## src/rtl/clk_div_pkg.sv

```systemverilog
// Shared types and helpers for the divided-clock frequency/lock monitor.
package clk_div_pkg;

   typedef enum logic [2:0] {
      IDLE,
      ARM,
      MEASURE,
      LOCKED,
      FAULT
   } mon_state_t;

   localparam int LOCK_COUNT_DEF = 4;

   // Divider ratio code d yields a full period of 2^(d+1) source cycles.
   function automatic int unsigned exp_period(input int unsigned div_ctrl);
      return 32'd2 << div_ctrl;
   endfunction

endpackage

```

## src/rtl/clk_sync2.sv

```systemverilog
// Two-flop synchronizer bringing an asynchronous level into the clk_in domain.
module clk_sync2 (
   input  logic clk_in,
   input  logic rst,
   input  logic d_i,
   output logic q_o
);

   logic s1_q;
   logic s2_q;

   always_ff @(posedge clk_in or posedge rst) begin
      if (rst) begin
         s1_q <= 1'b0;
         s2_q <= 1'b0;
      end else begin
         s1_q <= d_i;
         s2_q <= s1_q;
      end
   end

   assign q_o = s2_q;

endmodule

```

## src/rtl/clk_div_monitor.sv

```systemverilog
// Measures the divided clock period in source cycles and tracks lock/fault.
module clk_div_monitor
   import clk_div_pkg::*;
#(
   parameter int DIV_WIDTH    = 2,
   parameter int LOCK_COUNT   = LOCK_COUNT_DEF,
   parameter int PERIOD_WIDTH = 2**DIV_WIDTH + 2
) (
   input  logic                    clk_in,
   input  logic                    rst,
   input  logic                    clk_div_in,
   input  logic [DIV_WIDTH-1:0]    div_ctrl,
   input  logic                    enable,
   input  logic                    fault_clr,
   output logic [PERIOD_WIDTH-1:0] period,
   output logic                    period_valid,
   output logic                    locked,
   output logic                    fault
);

   localparam logic [PERIOD_WIDTH-1:0] CNT_MAX = '1;
   localparam logic [3:0]              LOCK_N  = 4'(LOCK_COUNT);

   mon_state_t state_q, state_d;

   logic                    s2;
   logic                    s3_q;
   logic                    rise;
   logic                    div_chg;
   logic [DIV_WIDTH-1:0]    div_ctrl_q;
   logic [PERIOD_WIDTH-1:0] cnt_q, cnt_d;
   logic [PERIOD_WIDTH-1:0] cnt_inc;
   logic [PERIOD_WIDTH-1:0] per_q, per_d;
   logic [PERIOD_WIDTH-1:0] exp_w;
   logic [PERIOD_WIDTH-1:0] tmo_w;
   logic [3:0]              match_q, match_d;
   logic                    pv_q, pv_d;

   clk_sync2 u_sync (
      .clk_in (clk_in),
      .rst    (rst),
      .d_i    (clk_div_in),
      .q_o    (s2)
   );

   assign rise    = s2 & ~s3_q;
   assign div_chg = div_ctrl != div_ctrl_q;
   assign exp_w   = PERIOD_WIDTH'(exp_period(32'(div_ctrl)));
   assign tmo_w   = {exp_w[PERIOD_WIDTH-2:0], 1'b1};

   // Saturating increment doubles as the candidate period value.
   assign cnt_inc = (cnt_q == CNT_MAX) ? CNT_MAX
                                       : cnt_q + PERIOD_WIDTH'(1);

   always_comb begin
      state_d = state_q;
      cnt_d   = cnt_inc;
      match_d = match_q;
      per_d   = per_q;
      pv_d    = 1'b0;
      if (!enable) begin
         state_d = IDLE;
         cnt_d   = '0;
         match_d = '0;
         per_d   = '0;
      end else begin
         unique case (state_q)
            IDLE: begin
               state_d = ARM;
               cnt_d   = '0;
            end
            ARM: begin
               if (div_chg) begin
                  cnt_d   = '0;
                  match_d = '0;
               end else if (rise) begin
                  state_d = MEASURE;
                  cnt_d   = '0;
                  match_d = '0;
               end
            end
            MEASURE: begin
               if (div_chg) begin
                  state_d = ARM;
                  cnt_d   = '0;
                  match_d = '0;
               end else if (rise) begin
                  pv_d  = 1'b1;
                  per_d = cnt_inc;
                  cnt_d = '0;
                  if (cnt_inc == exp_w) begin
                     match_d = match_q + 4'd1;
                     if (match_d == LOCK_N) state_d = LOCKED;
                  end else begin
                     match_d = '0;
                  end
               end else if (cnt_inc == tmo_w) begin
                  state_d = ARM;
                  match_d = '0;
               end
            end
            LOCKED: begin
               if (div_chg) begin
                  state_d = ARM;
                  cnt_d   = '0;
                  match_d = '0;
               end else if (rise) begin
                  pv_d  = 1'b1;
                  per_d = cnt_inc;
                  cnt_d = '0;
                  if (cnt_inc != exp_w) state_d = FAULT;
               end else if (cnt_inc == tmo_w) begin
                  state_d = FAULT;
               end
            end
            FAULT: begin
               // A ratio change only masks the rise; the fault stays sticky.
               if (div_chg) begin
                  state_d = FAULT;
               end else if (fault_clr) begin
                  state_d = ARM;
                  match_d = '0;
               end else if (rise) begin
                  pv_d  = 1'b1;
                  per_d = cnt_inc;
                  cnt_d = '0;
               end
            end
            default: state_d = IDLE;
         endcase
      end
   end

   always_ff @(posedge clk_in or posedge rst) begin
      if (rst) begin
         state_q    <= IDLE;
         s3_q       <= 1'b0;
         div_ctrl_q <= '0;
         cnt_q      <= '0;
         match_q    <= '0;
         per_q      <= '0;
         pv_q       <= 1'b0;
      end else begin
         state_q    <= state_d;
         s3_q       <= s2;
         div_ctrl_q <= div_ctrl;
         cnt_q      <= cnt_d;
         match_q    <= match_d;
         per_q      <= per_d;
         pv_q       <= pv_d;
      end
   end

   assign period       = per_q;
   assign period_valid = pv_q;
   assign locked       = state_q == LOCKED;
   assign fault        = state_q == FAULT;

endmodule

```

## config.mk

```make
export PLATFORM = sky130hd
export DESIGN_NAME = clk_div_monitor
export DESIGN_NICKNAME = d
export VERILOG_FILES = /design/src/rtl/clk_div_pkg.sv /design/src/rtl/clk_sync2.sv /design/src/rtl/clk_div_monitor.sv
export SDC_FILE = /design/constraint.sdc
export NUM_CORES = 1
export LEC_CHECK = 0
export CORE_MARGIN = 4
export CORE_UTILIZATION = 60
export DETAILED_ROUTE_END_ITERATION = 16
export PLACE_DENSITY = 0.88
export SLEW_MARGIN = 40
export SYNTH_ARGS = -nofsm -noshare
export SYNTH_HDL_FRONTEND = slang
export SYNTH_SLANG_ARGS = --single-unit
```

## constraint.sdc

```tcl
create_clock -name clk_in -period 7.5 [get_ports clk_in]
set_input_delay 1.125 -clock clk_in [delete_from_list [all_inputs] [get_ports clk_in]]
set_output_delay 1.125 -clock clk_in [all_outputs]
set_load 0.05 [all_outputs]
```

==> run summary <==
Top cell type by total area after synthesis: dfrtp_1
Clk buf depth: 2
Die width: 58.89 µm
Leakage: 0.7599 nW
Largest net degree at the start of global routing: 26
Number of library cell types mapped by synthesis: 53
HP Class: reg2reg
Placer congestion estimate: 0.9481
Async set-reset flop share out of synthesis: 100.0%
Setup crit end kind: register
Antenna Violating Nets Remaining: 0
Synth warn: 0
Min-Delay Startpoint: u_sync.s1_q
Nets: 192
Synth Area in Compound Gates: 23.83%
Grt ovf: 0
Reg clk slew, reported paths: 0.13 ns
Multi-input logic area: 859.6 µm²
Number of core rows: 18
GRT Util Overall: 22.94%
Post-CTS sizing: 0
Final setup violation count: 0
Via count: 1,323
Unrepaired setup endpoints after global routing: false
Cell Area, Synth: 1554 µm²
Via-to-Cell Ratio: 6.270
DP Area: 1697 µm²
Vias in the first global route: 1,376
Seq cells post-synth: 25
Remaining DRCs: 0
Mux share of post-synthesis cell area: 2.657%
Detailed-router iteration count before antenna repair: 4
Drt total wl: 3333 µm
Die ar.: 3468 µm²
Layout cells sized above 1: 10.50%
Startpoint types: input pin
Max Cap Viol: 0
CTS Buf Count: 3
Setup crit start: div_ctrl[1]
Syn Inst Count: 168
Hold-fix buffers, CTS: 0
Power per cell area: 172.5 nW/µm²
Hpwl dp: 2485 µm
Post-Synth Simple-Gate Area: 22.38%
Register area share after synthesis: 40.26%
Initial antenna violation count: 0
Max Fclk: 298.1 MHz
Critical Path AT: 3.62 ns
Top cells by count, synth: dfrtp_1, nor2_1, nand2_1, inv_1, nand3_1
Syn_area_per_cell: 9.250 µm²
Postcts setup bufs: 0
# fillers: 178
Rel. slew slack: 55.77%
First-pass GRT wire length: 6078 µm
Final count of pins violating max slew: 0
Final Hold Vio Count: 0
Average wire per standard cell: 15.80 µm
Synth-to-layout area growth: 11.51%
Crit path kind: in2reg
Final critical-path share of the clock period: 44.73%
CTS Root Cell: clkbuf_4
# clock sinks: 25
Clock Latency Late Sink: 0.33 ns
Data required, critical path: 7.77 ns
Starting Density: 62.73%
Synth Area in Adders: 2.415%
Post-Synth XOR/XNOR Area: 3.382%
Core ar.: 2477 µm²
N_diodes: 0
Buffers on Ports: 15
Ports: 16
Number of synthesized flops with an enable pin: 0
Setup TNS: 0 ns
Post-Syn Nets: 178
Worst-path fanout max: 11
Worst vdd ir: 0.1605 mV
Least-Margin Pin Slew: 0.6614 ns
Min Clock Period, post-route: 3.355 ns
Initial drt markers: 105
Post-Layout Inst Area: 1733 µm²
Share of the synthesized area in the top cell type: 40.26%
Largest family of logic cells by synthesized area: compound AO/OA/AOI/OAI gates
Ranking of synthesized cells by area: dfrtp_1, nor2_1, nand2_1
Register area: 625.6 µm²
Die span in y: 58.89 µm
R2R Path Start: cnt_q[0]
Outcome: finished clean
H-tree levels: 1
Clock Skew: 0.007295 ns
Ys flop type: dfrtp_1
CTS tree: done
[placed cells by master (no fill, tap or decap), types with 3 or more instances in the layout]
cell type | synthesis | final
nor2_1 | 25 | 25
nand3_1 | 7 | 7
inv_1 | 9 | 8
nor3_1 | 3 | 3
xor2_1 | 4 | 4
clkdlybuf4s50_1 | 0 | 15
ha_1 | 3 | 3
nand2_1 | 11 | 11
dfrtp_1 | 25 | 25
mux2i_1 | 3 | 3
clkbuf_4 | 1 | 3
a21o_1 | 3 | 3
nor2b_1 | 3 | 3
a31oi_1 | 5 | 5
a21oi_1 | 6 | 6
and3_1 | 4 | 4
o21ai_0 | 6 | 6
a21boi_0 | 3 | 3
[power by group]
part           switching (mW)  internal (mW)  leakage (nW)
sequential            0.00824          0.142         0.335
combinational          0.0552         0.0324         0.410
clock                  0.0401         0.0209        0.0150
total                   0.104          0.195         0.760
[worst paths after layout]
path                                    to  slack, ns  cells after the start
worst max-delay path            match_q[0]       4.15                      6
worst min-delay path            u_sync.q_o       0.37                      0
worst max register to register  match_q[0]       4.55                      9
worst min register to register  u_sync.q_o       0.37                      0
max in group asynchronous       match_q[0]       6.02                      2
min in group asynchronous         cnt_q[2]       1.13                      2
[sequential cells by signal, summed over array words and instances (netlist names)]
register,count
div_ctrl_q,2
match_q,4
state_q,3
u_sync.s1_q,1
period,6
u_sync.q_o,1
cnt_q,6
s3_q,1
period_valid,1
[critical path, stage by stage]
cell and delay (ns):
clkdlybuf4s50_1 0.71, xor2_1 0.18, nor2_1 0.34, o21ai_0 0.31, o32ai_1 0.68, mux2_2 0.27
[stage by stage]
stage                     power (mW)  std cells  utilization, %  worst slack (ns)  hold slack [ns]
after CTS                     0.2986        211           69.55             4.193           0.3714
after global placement        0.2348        207           68.48             3.930           0.3420
after detailed placement      0.2381        207           68.48             3.844           0.3405
final                         0.2990        211           69.95             4.145           0.3687
after global routing          0.3161        211           69.95             3.942           0.3850
after floorplan               0.2165        168               -             4.630           0.3312
[kinds of logic after synthesis]
| family | after synthesis |
|---|---|
| buffers and inverters | 15 |
| xor gates and xnor gates | 6 |
| AOI/OAI and AO/OA | 46 |
| adders and majority gates | 3 |
| and+or+nand+nor | 69 |
| muxes | 4 |
| DFF | 25 |
[layout make-up]
cell class              count  area share (%)
multi-input cells         128           49.60
flip-flops and latches     25           36.10
repair buffers             15           8.664
well taps                  30           2.166
inverters                   9           1.949
clock buffers               4           1.516
[metal layers]
layer,part of all wire (%),wire (µm),track usage (%)
met5,0,0,0
met1,42,1406,31.42
met3,7.9,264,4.386
met4,2.3,78,11.00
met2,48,1584,34.86
No activity file was read; power rests on OpenSTA's default activity.
